$ cat src/rtl/priority_decoder_pipe_if.sv
// Stream bundle for priority_decoder_pipe: index input and decoded-vector output.
// The master side drives the index and the output ready; the slave side is the decoder.
interface priority_decoder_pipe_if #(
   parameter int unsigned WIDTH = 16
) ();
   localparam int unsigned WIDTH_LOG = $clog2(WIDTH);

   logic                 enc_vld;
   logic [WIDTH_LOG-1:0] enc_idx;
   logic                 enc_rdy;
   logic                 dec_val;
   logic [WIDTH-1:0]     dec_oht;
   logic [WIDTH-1:0]     dec_thr;
   logic                 dec_err;
   logic                 dec_rdy;

   modport master (
      output enc_vld, enc_idx, dec_rdy,
      input  enc_rdy, dec_val, dec_oht, dec_thr, dec_err
   );

   modport slave (
      input  enc_vld, enc_idx, dec_rdy,
      output enc_rdy, dec_val, dec_oht, dec_thr, dec_err
   );
endinterface

$ cat src/rtl/priority_decoder_pipe.sv
// Two-stage pipelined index decoder producing one-hot and thermometer vectors.
// Stage 1 splits the index into group/sub-index codes; stage 2 combines them.
module priority_decoder_pipe #(
   parameter int unsigned WIDTH = 16,
   parameter int unsigned SPLIT = 4
) (
   input logic                   clk,
   input logic                   rst_n,
   priority_decoder_pipe_if.slave bus
);
   localparam int unsigned WIDTH_LOG = $clog2(WIDTH);
   localparam int unsigned SPLIT_LOG = $clog2(SPLIT);
   localparam int unsigned GROUPS    = WIDTH / SPLIT;
   localparam int unsigned HI_W      = WIDTH_LOG - SPLIT_LOG;

   logic [SPLIT_LOG-1:0] lo;
   logic [HI_W-1:0]      hi;

   logic [GROUPS-1:0] hoh_d, htr_d, s1_hoh_q, s1_htr_q;
   logic [SPLIT-1:0]  loh_d, ltr_d, s1_loh_q, s1_ltr_q;
   logic              err_d, s1_err_q;
   logic              s1_val_d, s1_val_q;

   logic [WIDTH-1:0] oht_d, thr_d, oht_q, thr_q;
   logic             err_q;
   logic             val_d, val_q;

   logic s2_adv, s1_adv, enc_rdy, in_xfer;

   assign s2_adv  = !val_q || bus.dec_rdy;
   assign s1_adv  = s1_val_q && s2_adv;
   assign enc_rdy = !s1_val_q || s2_adv;
   assign in_xfer = bus.enc_vld && enc_rdy;

   assign s1_val_d = in_xfer || (s1_val_q && !s2_adv);
   assign val_d    = s1_adv || (val_q && !bus.dec_rdy);

   assign lo = bus.enc_idx[SPLIT_LOG-1:0];
   assign hi = bus.enc_idx[WIDTH_LOG-1:SPLIT_LOG];

   // Out-of-range indices land in a group number >= GROUPS, so both group codes come out zero.
   always_comb begin
      hoh_d = '0;
      htr_d = '0;
      loh_d = '0;
      ltr_d = '0;
      for (int unsigned g = 0; g < GROUPS; g++) begin
         hoh_d[g] = (HI_W'(g) == hi);
         htr_d[g] = (HI_W'(g) >= hi);
      end
      for (int unsigned s = 0; s < SPLIT; s++) begin
         loh_d[s] = (SPLIT_LOG'(s) == lo);
         ltr_d[s] = (SPLIT_LOG'(s) >= lo);
      end
      err_d = ({1'b0, bus.enc_idx} >= (WIDTH_LOG + 1)'(WIDTH));
   end

   always_comb begin
      oht_d = '0;
      thr_d = '0;
      for (int unsigned g = 0; g < GROUPS; g++) begin
         for (int unsigned s = 0; s < SPLIT; s++) begin
            oht_d[g*SPLIT+s] = s1_hoh_q[g] & s1_loh_q[s];
            thr_d[g*SPLIT+s] = (s1_htr_q[g] & ~s1_hoh_q[g]) | (s1_hoh_q[g] & s1_ltr_q[s]);
         end
      end
   end

   always_ff @(posedge clk) begin
      if (!rst_n) begin
         s1_val_q <= 1'b0;
         s1_hoh_q <= '0;
         s1_htr_q <= '0;
         s1_loh_q <= '0;
         s1_ltr_q <= '0;
         s1_err_q <= 1'b0;
         val_q    <= 1'b0;
         oht_q    <= '0;
         thr_q    <= '0;
         err_q    <= 1'b0;
      end else begin
         s1_val_q <= s1_val_d;
         val_q    <= val_d;
         if (in_xfer) begin
            s1_hoh_q <= hoh_d;
            s1_htr_q <= htr_d;
            s1_loh_q <= loh_d;
            s1_ltr_q <= ltr_d;
            s1_err_q <= err_d;
         end
         if (s1_adv) begin
            oht_q <= oht_d;
            thr_q <= thr_d;
            err_q <= s1_err_q;
         end
      end
   end

   assign bus.enc_rdy = enc_rdy;
   assign bus.dec_val = val_q;
   assign bus.dec_oht = oht_q;
   assign bus.dec_thr = thr_q;
   assign bus.dec_err = err_q;
endmodule

$ cat src/flat_wrapper.sv
// flat-port wrapper written by rule: the top's interface ports become plain ports
module priority_decoder_pipe_flat 
#(
   parameter int unsigned WIDTH = 16,
   parameter int unsigned SPLIT = 4
)
  (clk, rst_n, bus_enc_vld, bus_enc_idx, bus_dec_rdy, bus_enc_rdy, bus_dec_val, bus_dec_oht, bus_dec_thr, bus_dec_err);
  priority_decoder_pipe_if #(.WIDTH(WIDTH)) bus_i ();
  input logic clk;
  input logic rst_n;
  input wire logic [$bits(bus_i.enc_vld)-1:0] bus_enc_vld;
  input wire logic [$bits(bus_i.enc_idx)-1:0] bus_enc_idx;
  input wire logic [$bits(bus_i.dec_rdy)-1:0] bus_dec_rdy;
  output wire logic [$bits(bus_i.enc_rdy)-1:0] bus_enc_rdy;
  output wire logic [$bits(bus_i.dec_val)-1:0] bus_dec_val;
  output wire logic [$bits(bus_i.dec_oht)-1:0] bus_dec_oht;
  output wire logic [$bits(bus_i.dec_thr)-1:0] bus_dec_thr;
  output wire logic [$bits(bus_i.dec_err)-1:0] bus_dec_err;
  assign bus_i.enc_vld = bus_enc_vld;
  assign bus_i.enc_idx = bus_enc_idx;
  assign bus_i.dec_rdy = bus_dec_rdy;
  assign bus_enc_rdy = bus_i.enc_rdy;
  assign bus_dec_val = bus_i.dec_val;
  assign bus_dec_oht = bus_i.dec_oht;
  assign bus_dec_thr = bus_i.dec_thr;
  assign bus_dec_err = bus_i.dec_err;
  priority_decoder_pipe #(.WIDTH(WIDTH), .SPLIT(SPLIT)) u_core (.clk(clk), .rst_n(rst_n), .bus(bus_i));
endmodule
$ cat config.mk
export PLATFORM = sky130hd
export DESIGN_NAME = priority_decoder_pipe_flat
export DESIGN_NICKNAME = d
export VERILOG_FILES = /design/src/rtl/priority_decoder_pipe_if.sv /design/src/rtl/priority_decoder_pipe.sv /design/src/flat_wrapper.sv
export SDC_FILE = /design/constraint.sdc
export NUM_CORES = 1
export LEC_CHECK = 0
export BUFFER_PORTS_ARGS = -buffer_cell sky130_fd_sc_hd__buf_4
export CORE_ASPECT_RATIO = 1.5
export CORE_UTILIZATION = 50
export CTS_CLUSTER_DIAMETER = 200
export DETAILED_ROUTE_END_ITERATION = 8
export PLACE_DENSITY = 0.74
export SYNTH_ARGS = -nofsm -noshare
export SYNTH_HDL_FRONTEND = slang
export SYNTH_SLANG_ARGS = --single-unit
$ cat constraint.sdc
create_clock -name clk -period 1.5 [get_ports clk]
set_clock_uncertainty 0.05 [all_clocks]
set_input_delay 0.375 -clock clk [delete_from_list [all_inputs] [get_ports clk]]
set_output_delay 0.375 -clock clk [all_outputs]
set_load 0.01 [all_outputs]
Word level (Yosys, flattened, before mapping)
Index checks and enable logic that the tools add are counted.
{"block": "word_totals", "output_inout_bits": 35, "mem_bits_ro": 0, "ramBits": 0, "memories": 0, "latch_bits": 0, "register_bits": 50, "wordCells": 92}
{"block": "classes", "n_div": 0, "shifts": 0, "n_mux": 0, "bitwise": 56, "n_addsub": 0, "reduce_logical": 14, "mul": 0, "n_eq_ne": 6, "order_cmp": 8}
{"cell": "AND 1 bit", "count": 36}
{"cell": "bitwise OR 1 bit", "count": 16}
{"cell": "equality test 2 bit, first input constant", "count": 4}
{"cell": ">= comparator 1 x 2 -> 1 bit, first input constant", "count": 4}
{"cell": ">= comparator 2 bit, first input constant", "count": 4}
{"cell": "equality test 1 x 2 -> 1 bit, first input constant", "count": 2}
{"cell": "logical AND 1 bit", "count": 4}
{"cell": "logical NOT 1 bit", "count": 4}
{"cell": "logical NOT 2 bit", "count": 2}
{"cell": "logical OR 1 bit", "count": 4}
{"cell": "NOT 1 bit", "count": 4}

Logic depth before layout (Yosys ltp)
{"block": "depth", "ltp_word": 5, "ltp_mapped": 5, "ltp_nobuf": 3}

Worst setup path after synthesis
No wires, ideal clock.
{"block": "synth_path", "path_type": "reg-to-reg", "start": "register u_core.val_q, in the netlist u_core.bus.dec_val", "end": "register u_core.thr_q[11], in the netlist u_core.bus.dec_thr[11]", "path_stages_with_launch": 5, "setup_time_ns": 0.136, "t_arrival_ns": 1.016, "t_required_ns": 1.314, "slack_ns": 0.299, "cell_sequence": "dfxtp_1 -> or2b_4 -> buf_6 -> a21oi_1 -> a211oi_1"}
{"block": "synth_between", "elab_chain_len": 3}
{"element": "start, declared", "line_no": "priority_decoder_pipe.sv:26", "rtl": "logic val_d, val_q;"}
{"element": "start signal, assigned", "line_no": "priority_decoder_pipe.sv:83", "rtl": "val_q <= val_d;"}
{"element": "logical NOT 1 bit", "line_no": "priority_decoder_pipe.sv:30", "rtl": "assign s2_adv = !val_q || bus.dec_rdy;"}
{"element": "logical OR 1 bit", "line_no": "priority_decoder_pipe.sv:30"}
{"element": "logical AND 1 bit", "line_no": "priority_decoder_pipe.sv:31", "rtl": "assign s1_adv = s1_val_q && s2_adv;"}
{"element": "end signal, assigned", "line_no": "priority_decoder_pipe.sv:93", "rtl": "thr_q <= thr_d;"}
{"element": "end, declared", "line_no": "priority_decoder_pipe.sv:24", "rtl": "logic [WIDTH-1:0] oht_d, thr_d, oht_q, thr_q;"}
Every way passes these cells.
A chain may end at the register's enable or synchronous reset.

Worst setup path after layout
{"block": "layout_path", "start": "register u_core.s1_val_q", "end": "output port bus_enc_rdy"}
{"block": "layout_between", "elab_chain_len": 2}
{"element": "start, declared", "line_no": "priority_decoder_pipe.sv:22", "rtl": "logic s1_val_d, s1_val_q;"}
{"element": "start signal, assigned", "line_no": "priority_decoder_pipe.sv:82", "rtl": "s1_val_q <= s1_val_d;"}
{"element": "logical NOT 1 bit", "line_no": "priority_decoder_pipe.sv:32", "rtl": "assign enc_rdy = !s1_val_q || s2_adv;"}
{"element": "logical OR 1 bit", "line_no": "priority_decoder_pipe.sv:32"}
{"element": "end, declared", "line_no": "flat_wrapper.sv:14", "rtl": "output wire logic [$bits(bus_i.enc_rdy)-1:0] bus_enc_rdy;"}
Every way passes these cells.

==> impl_metrics.py <==
metrics = {
    "outcome": {
        "outcome": "finished, final reports clean",
    },
    "clock_network": {
        "path_clk_slew_ns": 0.08,
        "clk_latency_ns": 0.30,
        "clk_path_buf_depth": 2,
        "cts_tree": "done",
        "htree_num_levels": 2,
        "root_buffer": "clkbuf_8",
        "cts_made_buffers": 5,
        "clock-sinks": 47,
        "postCtsHoldBufs": 0,
    },
    "placed_design": {
        "place_ws_ns": 0.0480,
        "dp_hpwl_um": 3000,
        "place_area_um2": 2250,
        "portBuffers": 41,
        "gp_congestion": 0.776,
        "dp.cells": 279,
    },
    "timing": {
        "setup_viol": 0,
        "setup_ws_ns": 0.0934,
        "fmax_mhz": 711,
        "slew_violations": 0,
        "rsz0062_at_grt": "no",
        "period_share_pct": 93.8,
        "setup_tns_ns": 0,
        "period_needed_ns": 1.41,
        "final_hold_viol_count": 0,
        "fin_hold_ws_ns": 0.233,
    },
    "yosys": {
        "ys_ff_latch": 47,
        "synth_cell_types": 25,
        "syn_area_um2": 1960,
        "synth.avg_cell_area_um2": 9.25,
        "syn_nets": 220,
        "synthCells": 212,
        "synth_seq_area_share_pct": 48.0,
        "yosysWarningCount": 0,
    },
    "drt": {
        "wl_per_cell_um": 15.2,
        "ant_nets": 0,
        "vias": 1687,
        "first_pass_iters": 4,
        "drt_iter0_markers": 40,
        "avgViaCountPerCell": 5.86,
        "remaining_drc_errors": 0,
        "wl_um": 4390,
    },
    "layout": {
        "final_nets": 252,
        "insertedDiodeCount": 0,
        "fin_cells": 288,
        "drive_gt1_share_pct": 25.7,
        "syn2layout_area_growth_pct": 19.7,
        "utilization_pct": 63.1,
        "design_area_um2": 2350,
    },
    "power_and_ir_drop": {
        "pwr-share-clk_pct": 31.3,
        "internal-power_mw": 1.74,
        "swShare_pct": 25.7,
        "ir_drop_mv": 0.962,
        "power_switching_mw": 0.601,
        "power.total_mw": 2.34,
        "p_comb_share_pct": 11.1,
        "seq_power_share_pct": 57.6,
        "powerDensity_nw_per_um2": 997,
        "leakage_nw": 0.895,
    },
    "worst_setup_path": {
        "cpMaxStageDelayCell": "dfxtp_1",
        "path_buf_inv": 2,
        "cp_cell_sequence": "buf_6, nand3b_2, buf_4",
        "crit_cells": 3,
        "startpoint_type": "flip-flop",
        "critical_path_arrival_ns": 0.98,
        "crit_fanout": 2,
        "cp-end-kind": "primary output",
        "ff2ff_path_depth": 5,
        "critPathRequiredTime_ns": 1.07,
        "cpPeakStageDelay_ns": 0.35,
        "cp_top_family": "flip-flops",
        "crit_type": "reg -> out",
    },
    "min_path": {
        "min_path_type": "in -> reg",
        "whs_path_depth": 2,
    },
    "grt": {
        "use_met1_pct": 31.4,
        "grt-busiest-layer": "met2",
        "grt_max_degree": 33,
        "grt_pass1_wl_um": 7380,
        "overflow": 0,
        "met3_usage_pct": 5.17,
        "met2_usage_pct": 38.0,
        "antenna_found_initial": 0,
        "grt_pass1_vias": 1501,
        "grtUsageTotal_pct": 23.9,
    },
    "flow_run": {
        "max_cap_violations": 0,
    },
    "die": {
        "rows": 27,
        "dieArea_um2": 4180,
        "die_w_um": 53.1,
        "initial_core_util_pct": 52.8,
        "core_um2": 3720,
        "io_pins": 43,
        "die_y_um": 78.7,
    },
}
## cell usage in the layout (no fill, tap or decap), types with 2 or more instances in the layout
cell type   n
buf_4      49
dfxtp_1    47
a21oi_1    36
o21ai_0    23
nand4_1    23
mux2i_1    15
a211oi_1   12
nand2_1     8
clkbuf_8    5
nand3b_1    4
inv_1       3
o211a_1     2
nor2_1      2
o22ai_1     2
clkbuf_1    2
## state kept, by name, summed over array words and instances (netlist names)
register,count
u_core.bus.dec_oht,16
u_core.s1_loh_q,4
u_core.bus.dec_val,1
u_core.s1_hoh_q,4
u_core.bus.dec_thr,16
u_core.s1_ltr_q,3
u_core.s1_htr_q,2
u_core.s1_val_q,1
## synth_stat cells (all sizes together)
| cell | count | area (um^2) |
|---|---|---|
| nand3b | 5 | 41.3 |
| o21a | 1 | 7.51 |
| inv | 3 | 11.3 |
| a21oi | 37 | 189 |
| mux2i | 15 | 150 |
| o22ai | 2 | 12.5 |
| o211a | 2 | 20.0 |
| clkbuf | 6 | 25.0 |
| a211oi | 13 | 103 |
| buf | 20 | 126 |
| dfxtp | 47 | 941 |
| nand2 | 8 | 30.0 |
| nand4 | 23 | 144 |
| nor2 | 3 | 11.3 |
| nor2b | 1 | 13.8 |
| or2b | 1 | 11.3 |
| conb | 1 | 3.75 |
| o21ai | 23 | 115 |
| nand3 | 1 | 5.00 |
## area by class of cell
type / instances / area [um^2]
Fill cell: 332 / 1370
Sequential cell: 47 / 941
Multi-Input combinational cell: 136 / 860
Timing Repair Buffer: 51 / 399
Clock buffer: 7 / 76.3
Tap cell: 43 / 53.8
Inverter: 3 / 11.3
Clock inverter: 1 / 5.00
## power by group through the flow
| stage | sequential (mW) | combinational [mW] | clock (mW) |
|---|---|---|---|
| floorplan | 1.36 | 0.175 | 0 |
| global route | 1.35 | 0.286 | 0.808 |
| global placement | 1.37 | 0.253 | 0 |
| CTS | 1.35 | 0.259 | 0.756 |
| finish | 1.35 | 0.259 | 0.733 |
| detailed placement | 1.38 | 0.256 | 0 |
## metal layers
metal  routed length [um]  share of wire [%]
met1                 1900                 43
met2                 2220                 50
met3                  199                4.5
met4                   73                1.7
met5                    0                  0
## worst paths after layout
check                                             from                     end  slack (ns)
worst min-delay path                    bus_enc_idx[3]      u_core.s1_htr_q[1]        0.23
worst max-delay path                   u_core.s1_val_q             bus_enc_rdy        0.09
worst max register to register         u_core.s1_val_q   u_core.bus.dec_oht[0]        0.17
worst min register to register  u_core.bus.dec_oht[13]  u_core.bus.dec_oht[13]        0.43
## cell families after synthesis
| family | synth area share, % |
|---|---|
| muxes | 7.66 |
| AOI/OAI and AO/OA | 22.8 |
| and+or+nand+nor | 13.1 |
| buffers and inverters | 8.30 |
| other | 0.191 |
| DFF | 48.0 |
## what timing repair did
action	in CTS	in global routing
resized for setup	1	1
gates cloned	0	0
setup buffers	1	0
endpoints found under the setup margin	1	11
(Power assumes the default switching activity.)
